===== src/rtl/tiny_cpu_pkg.sv =====
// Shared definitions for the tiny_ctrl sequencer: opcodes, ALU codes, FSM states, instruction layout.
// Latency: n/a (constants and types only).
// Backpressure: n/a.
//
// Optional feature macro consumed by users of this package: TINY_CTRL_JLT_EN (opcode 9 becomes JLT).
package tiny_cpu_pkg;

    // Opcodes, instr[15:12]
    localparam logic [3:0] OP_ADD  = 4'h0;
    localparam logic [3:0] OP_SUB  = 4'h1;
    localparam logic [3:0] OP_LDI  = 4'h2;
    localparam logic [3:0] OP_CMP  = 4'h3;
    localparam logic [3:0] OP_JMP  = 4'h4;
    localparam logic [3:0] OP_JEQ  = 4'h5;
    localparam logic [3:0] OP_JGT  = 4'h6;
    localparam logic [3:0] OP_OUT  = 4'h7;
    localparam logic [3:0] OP_HALT = 4'h8;
    localparam logic [3:0] OP_JLT  = 4'h9;

    // ALU function codes driven on alu_op
    localparam logic [3:0] ALU_ADD = 4'h0;
    localparam logic [3:0] ALU_SUB = 4'h1;

    // Instruction field positions
    localparam int OPC_MSB = 15;
    localparam int OPC_LSB = 12;
    localparam int RD_MSB  = 11;
    localparam int RD_LSB  = 10;
    localparam int RS_MSB  = 9;
    localparam int RS_LSB  = 8;
    localparam int IMM_MSB = 7;
    localparam int IMM_LSB = 0;

    // Packed view of an instruction; member order matches the field positions above.
    typedef struct packed {
        logic [OPC_MSB:OPC_LSB] opc;
        logic [RD_MSB-RD_LSB:0] rd;
        logic [RS_MSB-RS_LSB:0] rs;
        logic [IMM_MSB:IMM_LSB] imm;
    } instr_t;

    typedef enum logic [1:0] {
        ST_FETCH = 2'd0,
        ST_EXEC  = 2'd1,
        ST_HALT  = 2'd2
    } state_t;

    // SUB and CMP both need a subtracting ALU; everything else sees ADD.
    function automatic logic [3:0] alu_op_for(input logic [3:0] opc);
        return ((opc == OP_SUB) || (opc == OP_CMP)) ? ALU_SUB : ALU_ADD;
    endfunction

endpackage


===== src/rtl/tiny_ctrl_regfile.sv =====
// 4x8 register file: two combinational read ports, one synchronous write port.
// Latency: reads same cycle, writes visible the cycle after the write edge.
// Backpressure: none; a write is accepted every cycle we is high.
//
// Ports: clk/rst (sync, active-high, clears all registers), ra_addr/ra_data and
// rb_addr/rb_data (read ports), we/wa/wd (write port).
module tiny_ctrl_regfile (
    input  logic       clk,
    input  logic       rst,
    input  logic [1:0] ra_addr,
    output logic [7:0] ra_data,
    input  logic [1:0] rb_addr,
    output logic [7:0] rb_data,
    input  logic       we,
    input  logic [1:0] wa,
    input  logic [7:0] wd
);

    logic [7:0] regs [4];

    always_ff @(posedge clk) begin
        if (rst) begin
            for (int i = 0; i < 4; i++) begin
                regs[i] <= 8'h00;
            end
        end else if (we) begin
            regs[wa] <= wd;
        end
    end

    assign ra_data = regs[ra_addr];
    assign rb_data = regs[rb_addr];

endmodule


===== src/rtl/tiny_ctrl.sv =====
// Two-cycle FETCH/EXEC instruction sequencer driving an external ROM and ALU.
// Latency: each non-halting instruction takes exactly 2 cycles; out_port/out_valid update the cycle after OUT executes.
// Backpressure: run=0 while in FETCH stalls the sequencer with all state frozen; HALT is left only through rst.
//
// Ports: clk, rst (sync, active-high); run (enable, sampled in FETCH); pc -> ROM address, instr <- ROM data;
// alu_a/alu_b/alu_op -> external ALU, alu_e/alu_cc <- result and compare code {A==B, A>B};
// out_port/out_valid (OUT result + one-cycle strobe); halted.
// Build option: define TINY_CTRL_JLT_EN to make opcode 9 a JLT (taken when flags==00) instead of a NOP.
module tiny_ctrl
    import tiny_cpu_pkg::*;
#(
    parameter int IMEM_AW = 8
) (
    input  logic               clk,
    input  logic               rst,
    input  logic               run,
    output logic [IMEM_AW-1:0] pc,
    input  logic [15:0]        instr,
    output logic [7:0]         alu_a,
    output logic [7:0]         alu_b,
    output logic [3:0]         alu_op,
    input  logic [7:0]         alu_e,
    input  logic [1:0]         alu_cc,
    output logic [7:0]         out_port,
    output logic               out_valid,
    output logic               halted
);

    localparam logic [IMEM_AW-1:0] PC_ONE = 1;

    state_t             state;
    instr_t             ir;
    logic [1:0]         flags;
    logic [IMEM_AW-1:0] pc_inc;
    logic [IMEM_AW-1:0] imm_pc;
    logic               rf_we;
    logic [7:0]         rf_wd;

    // Jump targets: the 8-bit immediate is zero-extended or truncated to the pc width.
    generate
        if (IMEM_AW == 8) begin : g_imm_eq
            assign imm_pc = ir.imm;
        end else if (IMEM_AW > 8) begin : g_imm_ext
            assign imm_pc = {{(IMEM_AW-8){1'b0}}, ir.imm};
        end else begin : g_imm_trunc
            assign imm_pc = ir.imm[IMEM_AW-1:0];
        end
    endgenerate

    // Wraps naturally at all-ones.
    assign pc_inc = pc + PC_ONE;

    // Register writeback only happens in EXEC, so reset in EXEC discards it cleanly.
    assign rf_we = (state == ST_EXEC) &&
                   ((ir.opc == OP_ADD) || (ir.opc == OP_SUB) || (ir.opc == OP_LDI));
    assign rf_wd = (ir.opc == OP_LDI) ? ir.imm : alu_e;

    tiny_ctrl_regfile u_regfile (
        .clk     (clk),
        .rst     (rst),
        .ra_addr (ir.rd),
        .ra_data (alu_a),
        .rb_addr (ir.rs),
        .rb_data (alu_b),
        .we      (rf_we),
        .wa      (ir.rd),
        .wd      (rf_wd)
    );

    always_ff @(posedge clk) begin
        if (rst) begin
            state     <= ST_FETCH;
            pc        <= '0;
            ir        <= '0;
            flags     <= 2'b00;
            out_port  <= 8'h00;
            out_valid <= 1'b0;
            halted    <= 1'b0;
            alu_op    <= ALU_ADD;
        end else begin
            out_valid <= 1'b0;
            case (state)
                ST_FETCH: begin
                    if (run) begin
                        ir     <= instr;
                        // alu_op is registered alongside ir so it is valid for the whole EXEC cycle.
                        alu_op <= alu_op_for(instr[OPC_MSB:OPC_LSB]);
                        state  <= ST_EXEC;
                    end
                end
                ST_EXEC: begin
                    alu_op <= ALU_ADD;
                    state  <= ST_FETCH;
                    pc     <= pc_inc;
                    case (ir.opc)
                        OP_CMP: flags <= alu_cc;
                        OP_JMP: pc <= imm_pc;
                        OP_JEQ: if (flags[1]) pc <= imm_pc;
                        OP_JGT: if (flags[0]) pc <= imm_pc;
                        OP_OUT: begin
                            out_port  <= alu_a;
                            out_valid <= 1'b1;
                        end
                        OP_HALT: begin
                            pc     <= pc;
                            state  <= ST_HALT;
                            halted <= 1'b1;
                        end
`ifdef TINY_CTRL_JLT_EN
                        OP_JLT: if (flags == 2'b00) pc <= imm_pc;
`endif
                        default: ;
                    endcase
                end
                ST_HALT: begin
                    state <= ST_HALT;
                end
                default: begin
                    state <= ST_FETCH;
                end
            endcase
        end
    end

endmodule


===== config.mk =====
export PLATFORM = sky130hd
export DESIGN_NAME = tiny_ctrl
export DESIGN_NICKNAME = d
export VERILOG_FILES = /design/src/rtl/tiny_cpu_pkg.sv /design/src/rtl/tiny_ctrl_regfile.sv /design/src/rtl/tiny_ctrl.sv
export SDC_FILE = /design/constraint.sdc
export NUM_CORES = 1
export LEC_CHECK = 0
export BUFFER_PORTS_ARGS = -buffer_cell sky130_fd_sc_hd__buf_2
export CORE_UTILIZATION = 40
export CTS_BUF_LIST = sky130_fd_sc_hd__clkbuf_16
export CTS_CLUSTER_SIZE = 8
export DETAILED_ROUTE_END_ITERATION = 16
export HOLD_SLACK_MARGIN = 0.15
export PLACE_DENSITY = 0.69
export SETUP_SLACK_MARGIN = 0.1
export SYNTH_ARGS = -nofsm -noshare
export SYNTH_HDL_FRONTEND = slang
export SYNTH_HIERARCHICAL = 1
export SYNTH_SLANG_ARGS = --single-unit
export TNS_END_PERCENT = 100

===== constraint.sdc =====
create_clock -name clk -period 3.52 [get_ports clk]
set_input_delay 0.176 -clock clk [delete_from_list [all_inputs] [get_ports clk]]
set_output_delay 0.176 -clock clk [all_outputs]
set_load 0.02 [all_outputs]

==> results of run 1 <==
-- sequential cells by signal (all words and copies together), names as in the netlist --
signal          flops
out_port            8
u_regfile/regs     32
alu_op              1
imm_pc              8
ir                  8
out_valid           1
flags               2
halted              1
state               2
pc                  8
-- metal layers --
metal	vias up	share of wire, %
li1	1229	-
met3	14	3.1
met4	0	1.7
met5	-	0
met1	1228	45
met2	61	50
-- cell type report --
cell class                      count  area share [%]
Tap cell                          105            3.05
Clock buffer                        9            5.23
Inverter                            9           0.784
Clock inverter                      7            1.86
Timing Repair Buffer               82            11.7
Sequential cell                    71            40.4
Multi-Input combinational cell    205            37.0
-- cells by family (layout without fill, tap and decap cells) --
kind of cell               after synthesis  after routing
muxes                                   41             41
and+or+nand+nor                        119            119
buffers and inverters                   27            107
other                                    1              3
adders and majority gates                1              1
DFF                                     71             71
AOI/OAI and AO/OA                       41             41
-- power by group --
| part | switching, mW | leakage [nW] | internal, mW |
|---|---|---|---|
| combinational | 0.128 | 0.970 | 0.108 |
| sequential | 0.0400 | 0.649 | 0.897 |
| clock | 0.320 | 0.157 | 0.608 |
-- Yosys cell counts, drive strengths merged, types with 4 or more instances --
| cell type | n | area share, % |
|---|---|---|
| nand2b | 4 | 0.72 |
| mux4 | 16 | 10 |
| inv | 9 | 0.97 |
| o32ai | 6 | 1.7 |
| clkbuf | 9 | 1.0 |
| nor4b | 4 | 2.3 |
| nand2 | 38 | 4.1 |
| dfxtp | 39 | 22 |
| edfxtp | 32 | 28 |
| and2 | 33 | 6.2 |
| mux2i | 17 | 4.9 |
| mux2 | 8 | 2.6 |
| nor2 | 24 | 2.6 |
| a21oi | 26 | 3.9 |
| buf | 9 | 2.2 |
-- how the worst max path moves through the flow --
stage                                startpoint                                  to
after floorplan           state[1]$_SDFFE_PP0P_  u_regfile/regs[2][0]$_SDFFCE_PN0P_
after CTS                   ir[10]$_SDFFE_PP0P_                            alu_a[3]
after global routing        ir[10]$_SDFFE_PP0P_                            alu_a[3]
final                       ir[10]$_SDFFE_PP0P_                            alu_a[6]
after global placement    state[1]$_SDFFE_PP0P_  u_regfile/regs[2][1]$_SDFFCE_PN0P_
after detailed placement  state[1]$_SDFFE_PP0P_  u_regfile/regs[2][1]$_SDFFCE_PN0P_
-- per-stage QoR --
stage | instances | worst slack, ps | area [um2]
5_1_grt | 488 | 1200 | 4310
3_3_place_gp | 454 | 1490 | 3820
2_1_floorplan | 303 | 1380 | 3480
6_report | 488 | 1310 | 4310
4_1_cts | 488 | 1260 | 4310
3_5_place_dp | 454 | 1450 | 3820
-- critical path: stages (launching register included) --
cell and delay, ps:
dfxtp_1 870, mux4_2 640, buf_2 190
-- cell usage in the layout (no fill, tap or decap), drive strengths merged, types with 2 or more instances in the layout --
cell type	count
mux2i	17
o32ai	6
conb	3
nor2b	2
clkinv	3
clkbuf	9
edfxtp	32
and4bb	2
buf	64
nor2	24
a31o	2
dlygate4sd3	18
o21ai	2
nand2b	4
dfxtp	39
bufinv	2
nand3	3
nand2	38
nor4b	4
a21oi	26
inv	11
and2b	2
and2	33
mux2	8
or3	3
o21bai	2
mux4	16
==> results.cfg, run 1 <==
[critical_path]
crit_path_start_kind = register
endpoint_kind = primary output
critPathKind = register to primary output
reg2reg_depth = 5
worstReg2RegEnd = u_regfile/regs[2][4]$_SDFFCE_PN0P_
r2r_slack_ps = 1460
cp.required_ps = 3340
arrival_ps = 2030
cp_max_fo = 15
r2r-start = state[1]$_SDFFE_PP0P_

[clock_network]
clock-sinks = 71
postCtsHoldBufs = 18
clk_pin_slew_worst_paths_ps = 50
cts_buffers = 9
post_cts_buffers = 0
cts_resized = 0
cts_tree = built
cts.root.buffer_cell = clkbuf_16
htree_levels = 3
cts_buffer_depth = 2
clock_latency_ps = 330

[timing]
maxClockFrequency_ghz = 0.453
worst_pin_slew_ps = 882
clock_skew_ps = 4.96
drv_slew = 0
hold_viol_final = 0
relSlewSlack_pct = 41.2
setup_tns_ps = 0
rsz0062_at_grt = no
hold_slack_ps = 240
finalSetupViolCount = 0
fin_crit_ps = 2210
fin_crit_sh_pct = 62.7

[power]
power_density_mw_per_mm2 = 488
cellLeakagePower_nw = 1.78
max-vdd-ir-drop_mv = 0.216
total_power_mw = 2.10

[synthesis]
synth_top_family_by_area = simple AND/OR/NAND/NOR gates
synthAdderAreaFrac_pct = 0.360
synthArstFlopShare_pct = 0
synthFlopType = dfxtp_1
ys_ff_latch = 71
yosys_warnings = 6
avgSynthCellArea_um2 = 11.5
synthSimpleGateAreaFrac_pct = 19.6
synth_edf_count = 32
synthXorXnorAreaFrac_pct = 0
synth_seq_area_share_pct = 50.1
synth-compound-area-share_pct = 7.78
syn-cell-area_mm2 = 0.00347
synth.distinct_cells = 41
syn_inst = 301
synthMuxAreaShare_pct = 17.9

[detailed_routing]
drt-total-wl_um = 7810
drt_iter0_markers = 133
vias = 2532
first_pass_iters = 4
ant_nets = 0
wl_per_cell_um = 16.0
via_per_inst = 5.19
post-route-drc-count = 0

[grt]
grt_max_degree = 49
gr-total-overflow = 0
grt_util_met1_pct = 23.7
top_usage_layer = met2
grt_pass1_vias = 2483
grt_use_met2_pct = 31.3
antenna_found_initial = 0
use_met3_pct = 3.43
grt_pass1_wl_um = 12400
grt_util_all_layers_pct = 18.7

[floorplanning]
rows = 33
initial_core_util_pct = 41.9
die_y_um = 95.2
io_pins = 67
dieArea_mm2 = 0.00906
core_mm2 = 0.00830
die_w_um = 95.2

[placement]
place.gp.congestion = 0.778
dp_hpwl_um = 5430
io_buffers = 63

[min_path]
whs_path_depth = 4
hold_end = alu_op[0]$_SDFFE_PP0P_
hold_start = run
hold_path.class = input port to register

[final_layout]
antenna_cells = 0
fill_cells = 753
fin_nets = 408
post-route-util_pct = 51.9
regArea_mm2 = 0.00174
layout-drive-gt1-share_pct = 31.3
area_delta_synth_final_pct = 24.0
multi_input_area_mm2 = 0.00159

[run]
max-cap-violations = 0

[outcome]
outcome = finished clean
Note: power is estimated with default switching activity, not from simulation.
==> inputs of run 2 (changes only) <==
- PLACE_DENSITY: 0.69 -> 0.71
- clock period: 3.52 -> 1.95 ns (I/O delays scaled with it)
==> results.cfg, run 2 (synthesis gave the netlist of run 1 again) <==
[placement]
place.gp.congestion = 0.788
dpl.cell_count = 464
io_buffers = 63
dp_hpwl_um = 5890
detailedPlace.worstSlack_ps = 208

[timing]
drv_slew = 0
finalSetupViolCount = 0
relSlewSlack_pct = 60.4
rsz0062_at_grt = no
fin_crit_ps = 1760
hold_viol_final = 0
clock_skew_ps = 7.31
maxClockFrequency_ghz = 0.568
fin_crit_sh_pct = 90.2
fin_ws_ps = 191
hold_slack_ps = 211
worst_pin_slew_ps = 592
setup_tns_ps = 0

[critical_path]
cp.depth = 3
critPathKind = register to primary output
cp.buffers_inverters = 2
setup.worst_path.start = ir[10]$_SDFFE_PP0P_
slowest_delay_ps = 570
crit_path_start_kind = register
r2r-start = ir[13]$_SDFFE_PP0P_
endpoint_kind = primary output
cp_cell_sequence = buf_6, mux4_2, buf_2
cp_top_family = multiplexers
reg2reg_depth = 4
cpMaxStageDelayCell = mux4_2
cp.required_ps = 1850
arrival_ps = 1660
cp_max_fo = 14

[final_layout]
fill_cells = 740
regMostFlops = u_regfile/regs
final_cells = 500
fin_nets = 419
layout-drive-gt1-share_pct = 33.8
final_common_cell = buf_2
largest_register_ffs = 32
area_delta_synth_final_pct = 25.5
final_cell_mix = buf_2, dfxtp_1, nand2_1

[clock_network]
cts_buffers = 9
cts.root.buffer_cell = clkbuf_16
cts_buffer_depth = 2
cts_tree = built
clk_pin_slew_worst_paths_ps = 50
clock_latency_ps = 330
clock-sinks = 71
htree_levels = 3

[grt]
grt_pass1_wl_um = 12700
grt_pass1_vias = 2557
grt_max_degree = 27
antenna_found_initial = 1
grt_util_all_layers_pct = 19.4
gr-total-overflow = 0

[power]
power_density_mw_per_mm2 = 815
cellLeakagePower_nw = 1.81
max-vdd-ir-drop_mv = 0.419

[detailed_routing]
vias = 2608
drt-total-wl_um = 8170
drt_iter0_markers = 132
post-route-drc-count = 0
via_per_inst = 5.22
ant_nets = 0
first_pass_iters = 4
wl_per_cell_um = 16.3

[min_path]
hold_path.class = input port to register
whs_path_depth = 2
hold_start = rst

[floorplanning]
initial_core_util_pct = 41.9
die_w_um = 95.2
die_y_um = 95.2
io_pins = 67
rows = 33
dieArea_mm2 = 0.00906
core_mm2 = 0.00830

[run]
max-cap-violations = 0

[outcome]
outcome = finished clean
==> run 2: what timing repair did <==
action | in CTS | in global routing
hold buffers | 19 | 0
buffers inserted | 0 | 0
resized for setup | 0 | 1
endpoints found under the setup margin | 0 | 4
hold endpoints to repair | 19 | 0
==> run 2: path summary, 6_finish.rpt <==
kind         slack, ps                                  to
max reg2reg        190  u_regfile/regs[0][2]$_SDFFCE_PN0P_
min                210              imm_pc[5]$_SDFFE_PP0P_
min reg2reg        470                 halted$_SDFFE_PP0P_
max                190                            alu_a[4]
==> run 2: layout make-up <==
class	instances	area, um2	area share (%)
well taps	105	131	3.01
diodes	1	2.50	0.0574
flip-flops and latches	71	1740	40.0
clock inverters	7	32.5	0.746
repair buffers	93	592	13.6
clock buffers	9	225	5.17
inverters	9	33.8	0.775
multi-input cells	205	1600	36.7
==> run 2: power by group <==
part           total [mW]  switching, mW  internal, mW  leakage (nW)
sequential           1.67         0.0566          1.62         0.649
clock                1.41          0.573         0.838         0.137
combinational       0.466          0.254         0.212          1.03
total                3.55          0.883          2.67          1.81
==> run 2: per-stage QoR <==
stage | power, mW | cell area [um2] | utilization [%]
finish | 3.55 | 4360 | 52.5
detailed placement | 2.14 | 3910 | 47.1
floorplan | 1.99 | 3490 | -
global placement | 2.13 | 3910 | 47.1
global route | 3.69 | 4360 | 52.5
CTS | 3.58 | 4350 | 52.4
==> run 2: layer usage <==
layer	vias to the layer above	track usage (%)	routed length (um)
met1	1286	23.6	3510
met3	14	3.83	263
li1	1251	-	-
met5	-	0	0
met2	57	32.6	4170
met4	0	9.72	216
==> run 2: worst reg2reg max path, cell delays in order (launching register included) <==
cell and delay (ps):
dfxtp_1 490, nor4b_4 250, buf_4 220, mux2_2 380
and2_2 180
